--- config.mk ---
export PLATFORM = sky130hd
export DESIGN_NAME = wishbone_arbiter2
export DESIGN_NICKNAME = d
export VERILOG_FILES = /design/src/rtl/wb_arb_pkg.sv /design/src/rtl/wb_rr_pick.sv /design/src/rtl/wishbone_arbiter2.sv
export SDC_FILE = /design/constraint.sdc
export NUM_CORES = 1
export LEC_CHECK = 0
export ABC_AREA = 1
export CORE_AREA = 3 3 84 86
export DETAILED_ROUTE_END_ITERATION = 12
export DIE_AREA = 0 0 87 89
export DONT_BUFFER_PORTS = 1
export PLACE_DENSITY_LB_ADDON = 0.3
export SLEW_MARGIN = 20
export SYNTH_ARGS = -nofsm -noshare
export SYNTH_HDL_FRONTEND = slang
export SYNTH_HIERARCHICAL = 1
export SYNTH_SLANG_ARGS = --single-unit
--- constraint.sdc ---
create_clock -name i_clk -period 4.2 [get_ports i_clk]
set_input_delay 0.42 -clock i_clk [delete_from_list [all_inputs] [get_ports i_clk]]
set_output_delay 0.42 -clock i_clk [all_outputs]
set_load 0.03 [all_outputs]
--- src/rtl/wb_arb_pkg.sv ---
// Shared definitions for the two-master Wishbone arbiter: bus ownership
// states and the default bus geometry used by the arbiter and its picker.
package wb_arb_pkg;

  // Bus ownership: nobody, master 0, or master 1.
  typedef enum logic [1:0] {
    IDLE = 2'd0,
    OWN0 = 2'd1,
    OWN1 = 2'd2
  } bus_state_e;

  // Default geometry for the peripheral bus (2-bit word addresses).
  localparam int AW_DEF   = 2;
  localparam int DW_DEF   = 32;
  localparam int OUTW_DEF = 4;

endpackage

--- src/rtl/wb_rr_pick.sv ---
// Combinational two-way round-robin picker.
// A lone requester always wins; on a tie the master that did not own the
// bus last time wins. The output is one-hot, or zero when nobody requests.
module wb_rr_pick (
  input  logic [1:0] req,
  input  logic       last_owner,
  output logic [1:0] pick
);

  // Resolve the request pair into a single one-hot winner.
  always_comb begin
    pick = 2'b00;
    unique case (req)
      2'b01:   pick = 2'b01;
      2'b10:   pick = 2'b10;
      2'b11:   pick = last_owner ? 2'b01 : 2'b10;
      default: pick = 2'b00;
    endcase
  end

endmodule

--- src/rtl/wishbone_arbiter2.sv ---
// Two-master round-robin arbiter in front of one pipelined Wishbone bus.
// The winner keeps the bus for its whole CYC; the loser sees stall and
// never receives ack/err. At least one IDLE cycle separates two owners.
// Optional build macro WB_TIMEOUT_EN adds a watchdog that errors out a
// transaction whose slave stays silent for TIMEOUT cycles.
module wishbone_arbiter2
  import wb_arb_pkg::*;
#(
  parameter int AW      = AW_DEF,
  parameter int DW      = DW_DEF,
  parameter int OUTW    = OUTW_DEF,
  parameter int TIMEOUT = 255
) (
  input  logic          i_clk,
  input  logic          i_reset,
  // master 0
  input  logic          i_m0_cyc,
  input  logic          i_m0_stb,
  input  logic          i_m0_we,
  input  logic [AW-1:0] i_m0_addr,
  input  logic [DW-1:0] i_m0_data,
  output logic          o_m0_ack,
  output logic          o_m0_stall,
  output logic          o_m0_err,
  output logic [DW-1:0] o_m0_data,
  // master 1
  input  logic          i_m1_cyc,
  input  logic          i_m1_stb,
  input  logic          i_m1_we,
  input  logic [AW-1:0] i_m1_addr,
  input  logic [DW-1:0] i_m1_data,
  output logic          o_m1_ack,
  output logic          o_m1_stall,
  output logic          o_m1_err,
  output logic [DW-1:0] o_m1_data,
  // shared slave side
  output logic          o_s_cyc,
  output logic          o_s_stb,
  output logic          o_s_we,
  output logic [AW-1:0] o_s_addr,
  output logic [DW-1:0] o_s_data,
  input  logic          i_s_ack,
  input  logic          i_s_stall,
  input  logic          i_s_err,
  input  logic [DW-1:0] i_s_data,
  output logic [1:0]    o_grant
);

  bus_state_e      state_q, state_d;
  logic            last_owner_q, last_owner_d;
  logic [OUTW-1:0] outst_q, outst_d;

  logic [1:0]      req;
  logic [1:0]      pick;
  logic            own_any;
  logic            own1;
  logic            sel_cyc;
  logic            sel_stb;
  logic            sel_we;
  logic [AW-1:0]   sel_addr;
  logic [DW-1:0]   sel_data;
  logic            sat;
  logic            live;
  logic            accept;
  logic            respond;
  logic            timeout_hit;

  assign req = {i_m1_cyc, i_m0_cyc};

  wb_rr_pick u_pick (
    .req        (req),
    .last_owner (last_owner_q),
    .pick       (pick)
  );

  // The owner's request lines, selected once and reused everywhere below.
  assign own_any  = (state_q != IDLE);
  assign own1     = (state_q == OWN1);
  assign sel_cyc  = own1 ? i_m1_cyc  : i_m0_cyc;
  assign sel_stb  = own1 ? i_m1_stb  : i_m0_stb;
  assign sel_we   = own1 ? i_m1_we   : i_m0_we;
  assign sel_addr = own1 ? i_m1_addr : i_m0_addr;
  assign sel_data = own1 ? i_m1_data : i_m0_data;

  // A full counter throttles the owner; responses only count when a request
  // is actually in flight, so stray or abandoned acks are swallowed.
  assign sat     = &outst_q;
  assign live    = |outst_q;
  assign accept  = own_any & sel_stb & ~sat & ~timeout_hit & ~i_s_stall;
  assign respond = own_any & (i_s_ack | i_s_err) & live;

  // Next ownership state, outstanding count and all bus/master outputs.
  always_comb begin
    // NOTE: every variable driven here gets a default first, so no path
    // through the case statement can leave one unassigned and infer a latch.
    state_d      = state_q;
    last_owner_d = last_owner_q;
    outst_d      = outst_q;
    o_grant      = 2'b00;
    o_s_cyc      = 1'b0;
    o_s_stb      = 1'b0;
    o_s_we       = 1'b0;
    o_s_addr     = '0;
    o_s_data     = '0;
    o_m0_ack     = 1'b0;
    o_m0_err     = 1'b0;
    o_m0_stall   = 1'b1;
    o_m0_data    = '0;
    o_m1_ack     = 1'b0;
    o_m1_err     = 1'b0;
    o_m1_stall   = 1'b1;
    o_m1_data    = '0;

    unique case (state_q)
      IDLE: begin
        if (pick[0]) begin
          state_d = OWN0;
        end else if (pick[1]) begin
          state_d = OWN1;
        end
      end

      OWN0, OWN1: begin
        o_grant  = own1 ? 2'b10 : 2'b01;
        o_s_cyc  = sel_cyc & ~timeout_hit;
        o_s_stb  = sel_stb & ~sat & ~timeout_hit;
        o_s_we   = sel_we;
        o_s_addr = sel_addr;
        o_s_data = sel_data;

        if (own1) begin
          o_m1_stall = i_s_stall | sat;
          o_m1_ack   = i_s_ack & live;
          o_m1_err   = (i_s_err & live) | timeout_hit;
          o_m1_data  = i_s_data;
        end else begin
          o_m0_stall = i_s_stall | sat;
          o_m0_ack   = i_s_ack & live;
          o_m0_err   = (i_s_err & live) | timeout_hit;
          o_m0_data  = i_s_data;
        end

        // Owner releases the bus (or the watchdog takes it away): pending
        // responses are abandoned and the other master wins the next tie.
        if (!sel_cyc || timeout_hit) begin
          state_d      = IDLE;
          last_owner_d = own1;
          outst_d      = '0;
        end else if (accept && !respond) begin
          outst_d = outst_q + OUTW'(1);
        end else if (!accept && respond) begin
          outst_d = outst_q - OUTW'(1);
        end
      end

      default: begin
        state_d = IDLE;
      end
    endcase
  end

  // Ownership, round-robin pointer and outstanding-request registers.
  always_ff @(posedge i_clk) begin
    // NOTE: sequential state uses non-blocking assignments so every flop
    // samples the pre-edge values, independent of statement order.
    if (i_reset) begin
      state_q      <= IDLE;
      last_owner_q <= 1'b1;
      outst_q      <= '0;
    end else begin
      state_q      <= state_d;
      last_owner_q <= last_owner_d;
      outst_q      <= outst_d;
    end
  end

`ifdef WB_TIMEOUT_EN
  // Counter only has to reach TIMEOUT-1; the expiring cycle is the TIMEOUT-th.
  localparam int              WDW       = (TIMEOUT > 1) ? $clog2(TIMEOUT) : 1;
  localparam logic [WDW-1:0]  WDOG_LAST = WDW'(TIMEOUT - 1);

  logic [WDW-1:0] wdog_q, wdog_d;

  // Expire on the cycle the silent count would reach TIMEOUT, unless the
  // slave finally answers in that very cycle.
  assign timeout_hit = own_any & live & ~(i_s_ack | i_s_err) & (wdog_q == WDOG_LAST);

  // Count owned cycles with work in flight; any response or ownership change restarts it.
  always_comb begin
    wdog_d = wdog_q;
    if (!own_any || i_s_ack || i_s_err || (state_d != state_q)) begin
      wdog_d = '0;
    end else if (live) begin
      wdog_d = wdog_q + WDW'(1);
    end
  end

  // Watchdog register.
  always_ff @(posedge i_clk) begin
    if (i_reset) begin
      wdog_q <= '0;
    end else begin
      wdog_q <= wdog_d;
    end
  end
`else
  // No watchdog: a hung slave holds the bus. TIMEOUT stays in the parameter
  // list so both builds share one interface; here it folds to a constant 0.
  assign timeout_hit = (TIMEOUT < 0);
`endif

endmodule

==> impl_results.md, run 1 <==
* Worst Hold Class: in2reg
* Max Freq at ~320 MHz
* Critical path arrival at 2740 ps
* Horiz. Die Dim at 87 microns
* Fin. Hold Viols at 0
* FF-to-FF path depth at 13
* Final setup vio count at 0
* Io pins at between 200 and 250
* Start of the worst register-to-register path: state_q[0]
* Worst Setup EP: o_s_data[31]
* Core area at 6350 sq um
* Distinct cells, synth at 25
* Vias per inst at approximately 5
* EDFF count, synth at 0
* Standard-cell rows at 29
* Crit path required time at 3780 ps
* Total gr overflow at 0
* DRT antenna net count at 0
* Cell Area, Synth at 1495 sq um
* WHS at 260.9 ps
* Area occupied by multi-input gates at between 1000 and 1500 sq um
* Fill count at 690
* Top FF cell, synth: dfxtp_1
* Hold Crit Start: i_reset
* Num CTS Buffers at 3
* GRT Overall Usage at 12.91%
* CTS H-tree lvls at 1
* Cell Pwr Density at 1075 nW/um^2
* Hold buffer count at cts at 0
* Status: complete, no violations
* Share of cells above drive strength 1 at 5.882%
* Clock Skew at 4.437 ps
* Hpwl dp at 5386 microns
* NumNets Final at approximately 390
* Final worst path period share at 75.17%
* Seq. cell area at 140.1 sq um
* CP max FO at 35
* Die area at 7743 sq um
* Synth top area cells: nand2_1 (23%), a22o_1 (21%), nor2_1 (12%)
* Most frequent cell after synthesis: nand2_1
* Slew @ Worst Pin at just under 1000 ps
* Worst Setup End Kind: primary output
* Resized cells post-CTS at 0
* Max clock buf depth at 2
* Relative slew slack at 33.68%
* Setup Buffers After CTS at 0
* Max IR drop VDD at 0.0005165 V
* Vias in the first global route at 1476
* Top cell type by total area after synthesis: nand2_1
* Worst-case register-to-register setup slack at 1370 ps
* Final min period at 3157 ps
* Post-Synthesis Cells at roughly 280
* Residual DRC count at 0
* Final wirelength at approximately 6200 microns
* Initial antenna violation count at 1
* Top cells by count, synth: nand2_1 (93), nor2_1 (46), inv_1 (45), a22o_1 (35), clkbuf_1 (14)
* Drt first pass iters at 4
* Final Cell Area at 1580 sq um
* Syn nets at 399
* Area Overhead vs Synth at 5.691%
* Max-cap violations at 0
* Root Buffer: clkbuf_8
* Mapped Avg Cell Area at 5.283 sq um
* Pin count of the biggest net entering global routing at 39
* Clock sinks at 7
* Height of the die at around 89 microns
* Flops & latches, synth at 7
* Starting Density at 23.55%
* Reg clk slew, reported paths at roughly 40 ps
* Placed instance area at 1533 sq um
* Clock latency on the worst-skew pair at 230 ps
* Leakage at roughly 0.00093 uW
* Final count of pins violating max slew at 0
* Worst setup path start: state_q[0]
* WL per Instance at 17.79 microns
* Setup TNS at 0 ps
* Vias at 1774
* Sequential area share after synthesis at 9.372%
* DRC marker count from the first detailed-route iteration at 65
* CTS tree: yes
* Routability cong. at 0.7962
* Setup crit start kind: flip-flop
* Ys Warns at 6
* FFs w/ async S/R, synth at 0%
* Synth top area share at 23.35%
* RSZ-0062 raised after global routing: false
* First-pass GRT wire length at 7576 microns
* I/O Buffers at 0
* Setup CP Type: reg2out
* R2R Path End: outst_q[3]
-- sequential cells by signal (all words and copies together), names as in the netlist --
register      cells
last_owner_q      1
outst_q           4
state_q           2
-- per-stage QoR --
stage                     utilization (%)  setup slack (ps)  total power (uW)  cells
after floorplan                         -              2019              1465    283
after global placement              24.14              1321              1604    345
after CTS                           24.85              1002              1717    349
after global routing                24.89             833.4              1812    350
after detailed placement            24.14              1241              1615    345
final                               24.89              1043              1698    350
-- per-layer routing --
metal,part of all wire (%),GRT usage [%],up-vias
li1,-,-,866
met3,11,2.488,10
met2,55,25.81,137
met5,0,0,-
met1,31,12.42,761
met4,2.6,6.516,0
-- kinds of logic (layout without fill, tap and decap cells) --
kind of cell             after synthesis  count (layout)  synth area share (%)
buffers and inverters                 67              56                 17.82
XOR/XNOR                               2               2                 1.172
other                                  0               1                     0
AND/OR/NAND/NOR                      156             156                 42.93
adder cells (fa/ha/maj)                5               5                 4.184
AO/OA/AOI/OAI                         46              46                 24.52
flip-flops                             7               7                 9.372
-- worst min path at each step --
stage	endpoint	slack, ps	cells past startpoint
after detailed placement	state_q[0]	490	2
after floorplan	state_q[0]	450	2
after global routing	outst_q[2]	260	1
final	outst_q[2]	260	1
after CTS	outst_q[2]	250	1
after global placement	state_q[0]	480	2
-- power breakdown --
group,internal [uW],switching [uW]
registers,88.2,22.4
clock network,65.7,29.1
logic,278,1210
-- cells in the final DEF (no fill, tap or decap), drive strengths merged --
cell and count:
nand3b 2, a211oi 2, nand4 1, nand3 8, a21oi 8, diode 1
xnor2 2, dfxtp 7, nor2 49, o21ai 1, clkinv 1, nand2 95
a22o 35, clkbuf 4, buf 2, nor3 1, inv 49, ha 5
-- layout make-up --
type                       instances  area share [%]
sequential                         7           8.868
antenna                            1          0.1584
inverter                          50           12.03
tap                               77           6.097
clock buffer                       4           2.850
timing repair buffer               2          0.9501
multi-input combinational        209           69.04
-- worst max-delay path, stage by stage, from the launching register on --
cell and delay [ps]:
dfxtp_1 350, inv_1 70, ha_1 370, inv_2 250, nor2_2 830, buf_4 290
a22o_1 340
No activity file was read; power rests on OpenSTA's default activity.
==> inputs of run 2 (changes only) <==
==> constraint.sdc (replaced) <==
create_clock -name i_clk -period 3.1 [get_ports i_clk]
set_input_delay 0.31 -clock i_clk [delete_from_list [all_inputs] [get_ports i_clk]]
set_output_delay 0.31 -clock i_clk [all_outputs]
set_load 0.03 [all_outputs]
==> impl_results.md, run 2 (same netlist as run 1, synthesis figures left out) <==
* Status: complete, no violations
* Core area at 6350 sq um (unchanged)
* Setup CP Type: reg2out
* Worst Setup End Kind: primary output
* Final worst path period share at 83.23%
* Share of cells above drive strength 1 at 8.244% (+2.4 points)
* Setup TNS at 0 ps (unchanged)
* Setup Buffers After CTS at 0 (unchanged)
* Routability cong. at 0.7899 (-0.79%)
* Area occupied by multi-input gates at 1091 sq um (unchanged)
* Root Buffer: clkbuf_8
* CP max FO at 35 (unchanged)
* Max clock buf depth at 2 (unchanged)
* Seq. cell area at 140.1 sq um (unchanged)
* Largest registers: outst_q x4, state_q x2, last_owner_q x1
* Vias per inst at 5.053 (-0.30%)
* DRC marker count from the first detailed-route iteration at 87 (+34%)
* Horiz. Die Dim at 87 microns (unchanged)
* Io pins at 220 (unchanged)
* RSZ-0062 raised after global routing: false
* Relative slew slack at 61.94% (+28 points)
* Total gr overflow at 0 (unchanged)
* Hold buffer count at cts at 0 (unchanged)
* WL per Instance at 17.06 microns (-4.1%)
* Clock sinks at 7 (unchanged)
* Top Usage Layer GRT: met2
* N_diodes at 0 (-1)
* Fill count at 705 (+2.2%)
* Slew @ Worst Pin at 568.8 ps (-424.9 ps)
* CTS tree: yes
* NumNets Final at 396 (+1.8%)
* I/O Buffers at 0 (unchanged)
* Global Route met3 Usage at 2.396% (-0.092 points)
* Clock Skew at 0.3112 ps (-4.126 ps)
* Worst-case register-to-register setup slack at 840 ps (-530 ps)
* Largest reg by FF count: outst_q
* Num CTS Buffers at 3 (unchanged)
* Max IR drop VDD at 0.0005213 V (+0.93%)
* Height of the die at 89 microns (unchanged)
* Critical path arrival at 2270 ps (-470 ps)
* Most common cell after layout, fill and taps aside: nand2_1
* Leakage at 0.0009710 uW (+3.9%)
* Standard-cell rows at 29 (unchanged)
* CTS H-tree lvls at 1 (unchanged)
* Cell Pwr Density at 1438 nW/um^2 (+34%)
* Post-route setup slack at 520.0 ps (-523.0 ps)
* Clock latency on the worst-skew pair at 220 ps (about the same)
* WHS at 150.1 ps (-110.9 ps)
* Vias in the first global route at 1486 (+0.68%)
* Residual DRC count at 0 (unchanged)
* Met1 Use GR at 12.59% (+0.17 points)
* Setup crit start kind: flip-flop
* Resized cells post-CTS at 0 (unchanged)
* Final wirelength at 6072 microns (-2.5%)
* Met2 global-route usage at 27.26% (+1.4 points)
* Worst Hold Class: in2reg
* Final min period at 2580 ps
* Pin count of the biggest net entering global routing at 37 (-5.1%)
* Max reg flops at 4 (unchanged)
* Area Overhead vs Synth at 9.037%
* DRT antenna net count at 0 (unchanged)
* Max Freq at a little under 400 MHz
* Drt first pass iters at 4 (unchanged)
* Pre-CTS setup slack at 720.3 ps (-520.6 ps)
* Initial antenna violation count at 0 (-1)
* Vias at 1799 (+1.4%)
* Fin. Hold Viols at 0 (unchanged)
* Max-cap violations at 0 (unchanged)
* Starting Density at 23.55% (unchanged)
* Final setup vio count at 0 (unchanged)
* Final count of pins violating max slew at 0 (unchanged)
* Hpwl dp at 5257 microns (-2.4%)
* First-pass GRT wire length at 7590 microns (+0.18%)
* Die area at 7743 sq um (unchanged)
* GRT Overall Usage at 12.87% (-0.036 points)
* Most frequent cells in the layout: nand2_1 (93), nor2_1 (46), inv_1 (45)
* Crit path required time at 2790 ps (-990 ps)
* Reg clk slew, reported paths at 40 ps (about the same)
run 2: cell types whose count changed in the layout (fill, tap and decap cells not counted), sizes merged:
cell / delta
diode: -1
buf: +7
run 2: power by group:
part / leakage (uW) / total (uW) / internal, uW / switching, uW
Clock: 0.0000228 / 125 / 88.7 / 36.7
Combinational: 0.000891 / 2070 / 406 / 1660
Sequential: 0.0000572 / 150 / 120 / 30.1
run 2: area by class of cell:
cell class	instances	share of cell area (%)
clock buffers	4	2.763
inverters	50	11.67
multi-input cells	209	66.92
flip-flops and latches	7	8.596
well taps	77	5.909
repair buffers	9	4.144
run 2: metal layers:
metal / vias to the layer above / wire, microns
met2: 145 / 3450
li1: 877 / -
met4: 0 / 44
met3: 4 / 624
met5: - / 0
met1: 773 / 1952
run 2: worst paths after layout:
check / start / endpoint / depth (start not counted)
hold reg to reg: state_q[0] / state_q[0] / 2
hold / removal: i_reset / outst_q[1] / 1
setup / recovery: state_q[0] / o_s_data[18] / 6
setup reg to reg: state_q[0] / outst_q[3] / 13
run 2: per-stage QoR:
stage,instance area (sq um),power [uW],util [%],std cells
3_3_place_gp,1585,2233,24.97,352
2_1_floorplan,1495,1985,-,283
4_1_cts,1630,2373,25.67,356
5_1_grt,1630,2515,25.67,356
3_5_place_dp,1585,2238,24.97,352
6_report,1630,2344,25.67,356
run 2: worst max-delay path, cell delays in order (launching register included):
cell and delay (ps):
dfxtp_1 340, inv_1 70, ha_1 370, inv_2 250, nor2_2 280, buf_4 300
a22o_1 410
==> inputs of run 3 (changes only) <==
--- a/config.mk
+++ b/config.mk
@@ -5,7 +5,7 @@
 export SDC_FILE = /design/constraint.sdc
 export NUM_CORES = 1
 export LEC_CHECK = 0
-export ABC_AREA = 1
+export ABC_AREA = 0
 export CORE_AREA = 3 3 84 86
 export DETAILED_ROUTE_END_ITERATION = 12
 export DIE_AREA = 0 0 87 89
==> constraint.sdc (replaced) <==
create_clock -name i_clk -period 2.7 [get_ports i_clk]
set_input_delay 0.27 -clock i_clk [delete_from_list [all_inputs] [get_ports i_clk]]
set_output_delay 0.27 -clock i_clk [all_outputs]
set_load 0.03 [all_outputs]
==> impl_results.md, run 3 <==
* Share of cells above drive strength 1 at 30.07% (+22 points)
* Final wirelength at 6596 microns (+8.6%)
* Final min period at 2383 ps
* Top cells by count, synth: and2_1 (64), nor2b_1 (37), mux2i_1 (36), clkbuf_1 (11), inv_1 (10)
* Area Overhead vs Synth at 39.04%
* Max clock buf depth at 2 (unchanged)
* Height of the die at 89 microns (unchanged)
* Setup Buffers After CTS at 0 (unchanged)
* FFs w/ async S/R, synth at 0% (unchanged)
* Max IR drop VDD at 0.0002830 V (-46%)
* Largest reg by FF count: outst_q
* Clock sinks at 7 (unchanged)
* Max reg flops at 4 (unchanged)
* Global Route met3 Usage at 2.581% (+0.18 points)
* Final worst path period share at about nine tenths
* Ys Warns at 6 (unchanged)
* N_diodes at 0 (unchanged)
* CP max FO at 32 (-8.6%)
* Flops & latches, synth at 7 (unchanged)
* Post-Synthesis Cells at 231 (-18%)
* Reg clk slew, reported paths at 40 ps (about the same)
* Pin count of the biggest net entering global routing at 36 (-2.7%)
* Total gr overflow at 0 (unchanged)
* Worst setup path start: state_q[0]
* Vias at 1815 (+0.89%)
* Met2 global-route usage at 24.91% (-2.3 points)
* Setup TNS at 0 ps (unchanged)
* Setup CP Type: reg2reg
* Leakage at 0.001050 uW (+8.1%)
* Synth top area cells: and2_1 (24%), mux2i_1 (21%), nor2b_1 (14%)
* Cell total after placement at 369 (+4.8%)
* Non-Filler Instances at 373 (+4.8%)
* Standard-cell rows at 29 (unchanged)
* Vias in the first global route at 1589 (+6.9%)
* Fin. Hold Viols at 0 (unchanged)
* WL per Instance at 17.68 microns (+3.7%)
* Worst Hold Class: in2reg
* Starting Density at 26.60% (+3.1 points)
* Drt first pass iters at 4 (unchanged)
* Met1 Use GR at 16.19% (+3.6 points)
* Total power draw at 1458 uW (-38%)
* Root Buffer: clkbuf_8
* Distinct cells, synth at 41 (+64%)
* Final count of pins violating max slew at 0 (unchanged)
* Most frequent cell after synthesis: and2_1
* NumNets Final at 413 (+4.3%)
* I/O Buffers at 0 (unchanged)
* RSZ-0062 raised after global routing: false
* Die area at 7743 sq um (unchanged)
* Cell Area, Synth at 1689 sq um (+13%)
* CTS H-tree lvls at 1 (unchanged)
* GRT Overall Usage at 13.52% (+0.65 points)
* CTS tree: yes
* Top cell type by total area after synthesis: and2_1
* Most common cell after layout, fill and taps aside: buf_4
* Top Usage Layer GRT: met2
* Status: complete, no violations
* Largest registers: outst_q x4, state_q x2, last_owner_q x1
* Core area at 6350 sq um (unchanged)
* Area occupied by multi-input gates at 1444 sq um (+32%)
* Start of the worst register-to-register path: state_q[0]
* Relative slew slack at 72.15% (+10 points)
* Io pins at 220 (unchanged)
* Crit path required time at 2800 ps (about the same)
* Setup crit start kind: flip-flop
* Num CTS Buffers at 3 (unchanged)
* Final setup vio count at 0 (unchanged)
* WHS at 104.5 ps (-45.53 ps)
* Initial antenna violation count at 0 (unchanged)
* Worst Setup End Kind: flip-flop
* Synth top area share at 23.70% (+0.36 points)
* Seq. cell area at 140.1 sq um (unchanged)
* Hpwl dp at 5634 microns (+7.2%)
* Clock latency on the worst-skew pair at 230 ps (about the same)
* Slew @ Worst Pin at 417.8 ps (-151.1 ps)
* Critical path arrival at 2490 ps (+220 ps)
* Clock Skew at 0.7595 ps (+0.4483 ps)
* Fill count at 678 (-3.8%)
* Cell Pwr Density at 620.6 nW/um^2 (-57%)
* Hold Crit Start: i_reset
* Max-cap violations at 0 (unchanged)
* Mapped Avg Cell Area at 7.312 sq um (+38%)
* First-pass GRT wire length at 8328 microns (+9.7%)
* Sequential area share after synthesis at 8.296% (-1.1 points)
* Most frequent cells in the layout: buf_4 (78), and2_1 (64), nor2b_1 (37)
* Final core utilization at 36.99% (+11 points)
* Top FF cell, synth: dfxtp_1
* Routability cong. at 0.7397 (-6.4%)
* Hold buffer count at cts at 0 (unchanged)
* Vias per inst at 4.866 (-3.7%)
* Max Freq at 419.6 MHz
* DRC marker count from the first detailed-route iteration at 31 (-64%)
* Horiz. Die Dim at 87 microns (unchanged)
* Residual DRC count at 0 (unchanged)
* Syn nets at 347 (-13%)
* DRT antenna net count at 0 (unchanged)
* Resized cells post-CTS at 0 (unchanged)
* EDFF count, synth at 0 (unchanged)
-- run 3: cell families after synthesis --
group | after synthesis | synth area share [%]
flip-flops | 7 | 8.296
multiplexers | 38 | 22.89
buffers and inverters | 27 | 6.963
AND/OR/NAND/NOR | 129 | 47.11
adder cells (fa/ha/maj) | 5 | 3.704
AO/OA/AOI/OAI | 23 | 10.00
XOR/XNOR | 2 | 1.037
-- run 3: metal layers --
metal / vias up / wire, microns / share of wire, %
met5: - / 0 / 0
met3: 5 / 553 / 8.4
li1: 893 / - / -
met2: 84 / 3568 / 54
met4: 0 / 47 / 0.71
met1: 833 / 2427 / 37
-- run 3: path summary, 6_finish.rpt --
check	end	depth (start not counted)	slack [ps]
worst max-delay path	outst_q[3]	9	320
worst min-delay path	state_q[0]	1	100
worst max register to register	outst_q[3]	9	320
worst min register to register	state_q[0]	2	540
-- run 3: final cells by class --
class	instances	area share [%]
clock buffer	4	1.918
inverter	10	1.598
multi-input combinational	197	61.48
sequential	7	5.967
tap	77	4.102
timing repair buffer	78	24.93
-- run 3: where the power goes --
group	leakage, uW	total (uW)	switching [uW]	internal [uW]
Clock	0.0000228	155	51.8	103
Sequential	0.0000570	133	16.2	117
Combinational	0.000970	1170	741	429
Total	0.00105	1460	809	648
-- run 3: metrics by stage --
step | setup slack (ps) | cell area, sq um
floorplan | 567.5 | 1689
global placement | 425.2 | 2303
detailed placement | 307.5 | 2303
CTS | 305.3 | 2349
global route | 171.7 | 2349
finish | 317.0 | 2349
-- run 3: worst max-delay path: stages, from the launching register on --
cell and delay (ps):
dfxtp_1 320, inv_1 120, ha_4 340, mux2_4 360
o2111ai_2 150, ha_1 350, a31oi_1 240, nor3_1 70
a211oi_1 240, a31oi_1 60
